<file path="config.mk">
export PLATFORM = sky130hd
export DESIGN_NAME = csr_trap_unit
export DESIGN_NICKNAME = d
export VERILOG_FILES = /design/src/rtl/csr_trap_unit.sv
export SDC_FILE = /design/constraint.sdc
export NUM_CORES = 2
export LEC_CHECK = 0
export CAP_MARGIN = 20
export CELL_PAD_IN_SITES_DETAIL_PLACEMENT = 0
export CELL_PAD_IN_SITES_GLOBAL_PLACEMENT = 1
export CORE_AREA = 4 4 289 291
export DETAILED_ROUTE_END_ITERATION = 10
export DIE_AREA = 0 0 293 295
export PLACE_DENSITY_LB_ADDON = 0.1
export RECOVER_POWER = 50
export SETUP_SLACK_MARGIN = 0.2
export SLEW_MARGIN = 15
export SYNTH_ARGS = -nofsm -noshare
export SYNTH_HDL_FRONTEND = slang
export SYNTH_SLANG_ARGS = --single-unit
</file>
<file path="constraint.sdc">
create_clock -name clk -period 24.5 [get_ports clk]
set_input_delay 4.9 -clock clk [delete_from_list [all_inputs] [get_ports clk]]
set_output_delay 4.9 -clock clk [all_outputs]
set_load 0.02 [all_outputs]
</file>
<file path="src/rtl/csr_trap_unit.sv">
// Machine-mode CSR file and trap controller. It commits one instruction per cycle
// and registers a single redirect (pc + flush) for each trap, mret or CSR write.
module csr_trap_unit #(
    parameter int unsigned NUM_PLAT_IRQ = 4,
    parameter bit          VECTORED_EN  = 1'b1,
    parameter logic [63:0] RESET_PC_VEC = 64'h8000_0000
) (
    input  logic                    clk,
    input  logic                    reset,
    input  logic                    stall,
    input  logic                    cm_valid,
    input  logic [63:0]             cm_pc,
    input  logic                    cm_exc,
    input  logic [3:0]              cm_exc_code,
    input  logic                    cm_mret,
    input  logic [1:0]              cm_csr_op,
    input  logic [11:0]             cm_csr_addr,
    input  logic [63:0]             cm_csr_src,
    input  logic [11:0]             ra,
    output logic [63:0]             rd,
    input  logic                    irq_mti,
    input  logic                    irq_msi,
    input  logic                    irq_mei,
    input  logic [NUM_PLAT_IRQ-1:0] irq_plat,
    output logic                    redirect_valid,
    output logic [63:0]             redirect_pc,
    output logic [1:0]              mode
);

    typedef enum logic [1:0] {CSR_NONE, CSR_W, CSR_S, CSR_C} csr_op_e;

    localparam logic [11:0] A_MSTATUS  = 12'h300;
    localparam logic [11:0] A_MIE      = 12'h304;
    localparam logic [11:0] A_MTVEC    = 12'h305;
    localparam logic [11:0] A_MSCRATCH = 12'h340;
    localparam logic [11:0] A_MEPC     = 12'h341;
    localparam logic [11:0] A_MCAUSE   = 12'h342;
    localparam logic [11:0] A_MTVAL    = 12'h343;
    localparam logic [11:0] A_MIP      = 12'h344;
    localparam logic [11:0] A_MCYCLE   = 12'hB00;
    localparam logic [11:0] A_MINSTRET = 12'hB02;

    localparam logic [63:0] PLAT_MASK    = ((64'd1 << NUM_PLAT_IRQ) - 64'd1) << 16;
    localparam logic [63:0] MIE_MASK     = PLAT_MASK | 64'h888;
    localparam logic [63:0] MSTATUS_MASK = 64'h1888;

    logic [63:0] r_mstatus, r_mie, r_mip, r_mtvec, r_mepc, r_mcause;
    logic [63:0] r_mtval, r_mscratch, r_mcycle, r_minstret;
    logic [1:0]  r_mode;
    logic [NUM_PLAT_IRQ-1:0] r_plat_d;
    logic        r_redirect_valid;
    logic [63:0] r_redirect_pc;

    csr_op_e     w_op;
    logic [63:0] w_csr [10];
    logic [3:0]  w_ra_idx, w_wr_idx;
    logic [63:0] w_old, w_wdata, w_pend, w_base, w_target, w_mip_next;
    logic [4:0]  w_irq_code, w_cause_code;
    logic [NUM_PLAT_IRQ-1:0] w_plat_keep;
    logic        w_commit, w_irq, w_exc, w_trap, w_mret, w_csr_wr, w_retire, w_action;

    function automatic logic [3:0] csr_idx(input logic [11:0] a);
        case (a)
            A_MSTATUS:  return 4'd0;
            A_MIE:      return 4'd1;
            A_MIP:      return 4'd2;
            A_MTVEC:    return 4'd3;
            A_MEPC:     return 4'd4;
            A_MCAUSE:   return 4'd5;
            A_MTVAL:    return 4'd6;
            A_MSCRATCH: return 4'd7;
            A_MCYCLE:   return 4'd8;
            A_MINSTRET: return 4'd9;
            default:    return 4'd15;
        endcase
    endfunction

    always_comb begin
        w_csr[0] = r_mstatus;
        w_csr[1] = r_mie;
        w_csr[2] = r_mip;
        w_csr[3] = r_mtvec;
        w_csr[4] = r_mepc;
        w_csr[5] = r_mcause;
        w_csr[6] = r_mtval;
        w_csr[7] = r_mscratch;
        w_csr[8] = r_mcycle;
        w_csr[9] = r_minstret;
    end

    always_comb begin
        w_ra_idx = csr_idx(ra);
        w_wr_idx = csr_idx(cm_csr_addr);
        rd       = (w_ra_idx < 4'd10) ? w_csr[w_ra_idx] : '0;
        w_old    = (w_wr_idx < 4'd10) ? w_csr[w_wr_idx] : '0;
    end

    assign w_op   = csr_op_e'(cm_csr_op);
    assign w_pend = r_mip & r_mie;

    // Later assignments win: MEI > MSI > MTI > lowest-index platform line.
    always_comb begin
        w_irq_code = '0;
        for (int unsigned i = 0; i < NUM_PLAT_IRQ; i++) begin
            if (w_pend[16 + NUM_PLAT_IRQ - 1 - i])
                w_irq_code = 5'(16 + NUM_PLAT_IRQ - 1 - i);
        end
        if (w_pend[7])  w_irq_code = 5'd7;
        if (w_pend[3])  w_irq_code = 5'd3;
        if (w_pend[11]) w_irq_code = 5'd11;
    end

    assign w_commit = cm_valid & ~stall;
    assign w_irq    = w_commit & r_mstatus[3] & (|w_pend);
    assign w_exc    = w_commit & cm_exc;
    assign w_trap   = w_exc | w_irq;
    assign w_retire = w_commit & ~cm_exc & ~w_irq;
    assign w_mret   = w_retire & cm_mret;
    assign w_csr_wr = w_retire & ~cm_mret & (w_op != CSR_NONE);
    assign w_action = w_trap | w_mret | w_csr_wr;

    always_comb begin
        case (w_op)
            CSR_S:   w_wdata = w_old | cm_csr_src;
            CSR_C:   w_wdata = w_old & ~cm_csr_src;
            default: w_wdata = cm_csr_src;
        endcase
    end

    always_comb begin
        w_cause_code = w_exc ? {1'b0, cm_exc_code} : w_irq_code;
        w_base       = {r_mtvec[63:2], 2'b00};
        if (w_trap) begin
            if (VECTORED_EN && (r_mtvec[1:0] == 2'b01) && !w_exc)
                w_target = w_base + {57'd0, w_cause_code, 2'b00};
            else
                w_target = w_base;
        end else if (w_mret) begin
            w_target = r_mepc;
        end else begin
            w_target = cm_pc + 64'd4;
        end
    end

    // Platform bits can only be cleared by software; a same-cycle edge re-sets them.
    always_comb begin
        w_mip_next     = '0;
        w_mip_next[3]  = irq_msi;
        w_mip_next[7]  = irq_mti;
        w_mip_next[11] = irq_mei;
        w_plat_keep    = r_mip[16 +: NUM_PLAT_IRQ];
        if (w_csr_wr && cm_csr_addr == A_MIP)
            w_plat_keep = w_plat_keep & w_wdata[16 +: NUM_PLAT_IRQ];
        w_mip_next[16 +: NUM_PLAT_IRQ] = w_plat_keep | (irq_plat & ~r_plat_d);
    end

    always_ff @(posedge clk or posedge reset) begin
        if (reset) begin
            r_mstatus        <= '0;
            r_mie            <= '0;
            r_mip            <= '0;
            r_mtvec          <= RESET_PC_VEC;
            r_mepc           <= RESET_PC_VEC;
            r_mcause         <= '0;
            r_mtval          <= '0;
            r_mscratch       <= '0;
            r_mcycle         <= '0;
            r_minstret       <= '0;
            r_mode           <= 2'b11;
            r_plat_d         <= '0;
            r_redirect_valid <= 1'b0;
            r_redirect_pc    <= '0;
        end else begin
            r_mip            <= w_mip_next;
            r_plat_d         <= irq_plat;
            r_redirect_valid <= w_action;
            if (w_action)
                r_redirect_pc <= w_target;
            if (w_csr_wr && cm_csr_addr == A_MCYCLE)
                r_mcycle <= w_wdata;
            else
                r_mcycle <= r_mcycle + 64'd1;
            if (w_csr_wr && cm_csr_addr == A_MINSTRET)
                r_minstret <= w_wdata;
            else if (w_retire)
                r_minstret <= r_minstret + 64'd1;

            if (w_trap) begin
                r_mepc             <= cm_pc;
                r_mtval            <= '0;
                r_mcause           <= {~w_exc, 58'd0, w_cause_code};
                r_mstatus[7]       <= r_mstatus[3];
                r_mstatus[3]       <= 1'b0;
                r_mstatus[12:11]   <= r_mode;
                r_mode             <= 2'b11;
            end else if (w_mret) begin
                r_mstatus[3]       <= r_mstatus[7];
                r_mstatus[7]       <= 1'b1;
                r_mstatus[12:11]   <= 2'b00;
                r_mode             <= r_mstatus[12:11];
            end else if (w_csr_wr) begin
                case (cm_csr_addr)
                    A_MSTATUS:  r_mstatus  <= w_wdata & MSTATUS_MASK;
                    A_MIE:      r_mie      <= w_wdata & MIE_MASK;
                    A_MTVEC:    r_mtvec    <= w_wdata;
                    A_MEPC:     r_mepc     <= w_wdata;
                    A_MCAUSE:   r_mcause   <= w_wdata;
                    A_MTVAL:    r_mtval    <= w_wdata;
                    A_MSCRATCH: r_mscratch <= w_wdata;
                    default:    ;
                endcase
            end
        end
    end

    assign redirect_valid = r_redirect_valid;
    assign redirect_pc    = r_redirect_pc;
    assign mode           = r_mode;

endmodule

</file>
==> flow_metrics.py <==
metrics = {
    "outcome": {
        "status": "finished, violations left",
        "failed_checks": "capacitance limit, slew limit",
    },
    "global_route": {
        "antenna_found_initial": 10,
        "grt_pass1_vias": 35200,
        "grt_max_degree": 150,
        "grt.total_usage_pct": 39.5,
        "overflow": 0,
        "grt_pass1_wl_mm": 255,
    },
    "placed_design": {
        "io_buffers": 301,
        "gp_congestion": 0.977,
        "dpl.hpwl_mm": 124,
        "placed_cell_area_um2": 40000,
    },
    "finish": {
        "design_area_um2": 42400,
        "utilization_pct": 52.6,
        "mostFrequentLayoutCells": "543 x nand2_1, 533 x dfrtp_1, 461 x o21ai_0",
        "regArea_um2": 13400,
        "fillers": 7714,
        "area_growth_pct": 17.0,
        "nets": 4770,
        "final_common_cell": "nand2_1",
        "multi_input_area_um2": 21200,
        "drive_gt1_share_pct": 7.77,
    },
    "clocking": {
        "cts_sinks": 537,
        "postCtsSetupRepairBufs": 0,
        "cts.repair.resized": 0,
        "htreeDepth": 3,
        "tritoncts": "built",
        "clk-insertion-delay-late_ns": 0.64,
        "path_clk_slew_ns": 0.05,
        "hold_buffers": 0,
        "cts_buffers": 68,
        "cts_buffer_depth": 3,
        "clockRootBuffer": "clkbuf_16",
    },
    "detailed_routing": {
        "drtIter0Drc": 5300,
        "vias_per_cell": 6.74,
        "wl_per_cell_um": 30.9,
        "ant_nets": 0,
        "via_count": 38500,
        "routed_wl_mm": 177,
        "firstDrtPassIters": 6,
        "route.detailed.drc": 0,
    },
    "floorplanning": {
        "die_y_um": 295,
        "die_x_um": 293,
        "num_rows": 104,
        "start_util_pct": 45.0,
        "dieArea_um2": 86400,
        "coreArea_um2": 80500,
        "io-pin-count": 302,
    },
    "worst_setup_path": {
        "arrival_ns": 13.95,
        "cp-start-kind": "input pin",
        "cp_max_fo": 149,
        "cp.required_ns": 23.08,
        "crit_type": "input pin to asynchronous set/reset pin",
        "cp-end-kind": "asynchronous set/reset pin",
    },
    "sta": {
        "final-hold-violation-count": 0,
        "min_period_ns": 15.37,
        "rsz0062_at_grt": "false",
        "fin_skew_ns": 0.0357,
        "finalMaxSlewViolations": 634,
        "finalCritPeriodShare_pct": 62.8,
        "relSlewSlack_pct": -470,
        "fmax_mhz": 65.0,
        "setup-tns-final_ns": 0,
        "holdWs_ns": 0.468,
        "worstMarginPinSlew_ns": 8.54,
        "final-setup-viol-count": 0,
    },
    "logic_synthesis": {
        "syn_inst": 4503,
        "ys_async_sr_fraction_pct": 100,
        "synth-seq-area-share_pct": 37.1,
        "synth-edff-count": 0,
        "synth_cell_type_count": 96,
        "synth_seq_cells": 537,
        "syn_avg_cell_area_um2": 8.04,
        "ys.flop_type": "dfrtp_1",
        "synthesis.nets": 4683,
        "syn_area_um2": 36200,
        "synth_warnings": 0,
    },
    "worst_hold_path": {
        "hp-class": "register to register",
    },
    "power": {
        "pwr_density_cell_nw_per_um2": 56.5,
        "leakage_uw": 0.0172,
        "p_total_uw": 2390,
        "vdd_ir_drop_max_uv": 42.0,
    },
    "job": {
        "cap_violations": 9,
    },
}
-- metrics by stage --
stage	instances	worst slack [ns]
finish	5714	9.13
global placement	5577	10.29
detailed placement	5578	10.33
floorplan	4503	4.60
CTS	5704	10.32
global route	5710	7.16
-- sequential cells by signal, summed over array words and instances, names as in the netlist --
name and flops:
r_mtval 64, r_mcause 64, r_plat_d 4, r_mie 7, redirect_pc 64, r_mip 7, mode 2, r_minstret 64
r_mtvec 64, r_mstatus 4, r_mscratch 64, r_mcycle 64, redirect_valid 1, r_mepc 64
-- cell families (layout without fill, tap and decap cells) --
family                     Yosys count  count (layout)  synth area share, %
and+or+nand+nor                   1559            1559                 20.6
AOI/OAI and AO/OA                 1554            1554                 26.5
DFF                                537             537                 37.1
buffers and inverters              453             596                 5.02
muxes                              217             217                 6.24
xor gates and xnor gates           174             174                 4.21
adders and majority gates            9               9                0.332
other                                0               8                    0
-- routing by layer --
layer  part of all wire [%]  vias to the layer above  routed length [µm]  GRT usage [%]
met5                   0.13                        -                 238           1.19
met2                     38                     2599               67500           51.6
met1                     43                    18700               75200           57.7
met4                    2.7                       12                4710           11.0
met3                     16                      314               29000           18.5
li1                       -                    16900                   -              -
-- cell usage after synthesis, drive strengths merged, types with 27 or more instances --
| library cell | count | share of area, % |
|---|---|---|
| a211oi | 100 | 2.1 |
| a21oi | 354 | 4.9 |
| a221oi | 47 | 1.1 |
| a22oi | 41 | 0.85 |
| a31oi | 110 | 1.9 |
| and2 | 27 | 0.47 |
| and3 | 90 | 1.6 |
| and4 | 35 | 0.85 |
| buf | 91 | 1.3 |
| clkbuf | 302 | 3.1 |
| dfrtp | 533 | 37 |
| inv | 58 | 0.60 |
| mux2 | 71 | 2.2 |
| mux2i | 146 | 4.0 |
| nand2 | 545 | 5.6 |
| nand3 | 266 | 3.7 |
| nand4 | 74 | 1.3 |
| nor2 | 308 | 3.2 |
| nor3 | 81 | 1.2 |
| nor4 | 31 | 0.60 |
| o211ai | 30 | 0.62 |
| o21ai | 546 | 7.6 |
| o221ai | 59 | 1.4 |
| o22ai | 76 | 1.3 |
| o31a | 35 | 0.85 |
| o31ai | 35 | 0.79 |
| or3 | 27 | 0.47 |
| xnor2 | 100 | 2.4 |
| xor2 | 74 | 1.8 |
-- path summary, 6_finish.rpt --
check | slack (ns) | cells after the start | end | from
max in group clk | 10.31 | 12 | rd[34] | ra[6]
min in group asynchronous | 5.90 | 2 | redirect_pc[8] | reset
worst max register to register | 17.64 | 12 | r_mepc[45] | r_mie[16]
worst max-delay path | 9.13 | 3 | r_mcause[9] | reset
worst min-delay path | 0.47 | 2 | redirect_pc[55] | redirect_pc[55]
worst min register to register | 0.47 | 2 | redirect_pc[55] | redirect_pc[55]
-- final cells by class --
class / count / share of cell area (%)
repair buffers: 410 / 9.02
clock buffers: 110 / 5.06
inverters: 60 / 0.534
diodes: 8 / 0.0472
multi-input cells: 3513 / 50.0
well taps: 1060 / 3.13
clock inverters: 16 / 0.502
flip-flops and latches: 537 / 31.7
-- power by group --
part / total, µW / leakage, µW / internal, µW / switching (µW)
Combinational: 304 / 0.00889 / 115 / 190
Clock: 1070 / 0.00116 / 643 / 430
Sequential: 1020 / 0.00711 / 932 / 85.5
-- critical path: stages --
cell,delay [ns]
dlygate4sd3_1,0.55
clkinvlp_2,2.18
clkbuf_1,5.95
(Power assumes the default switching activity.)
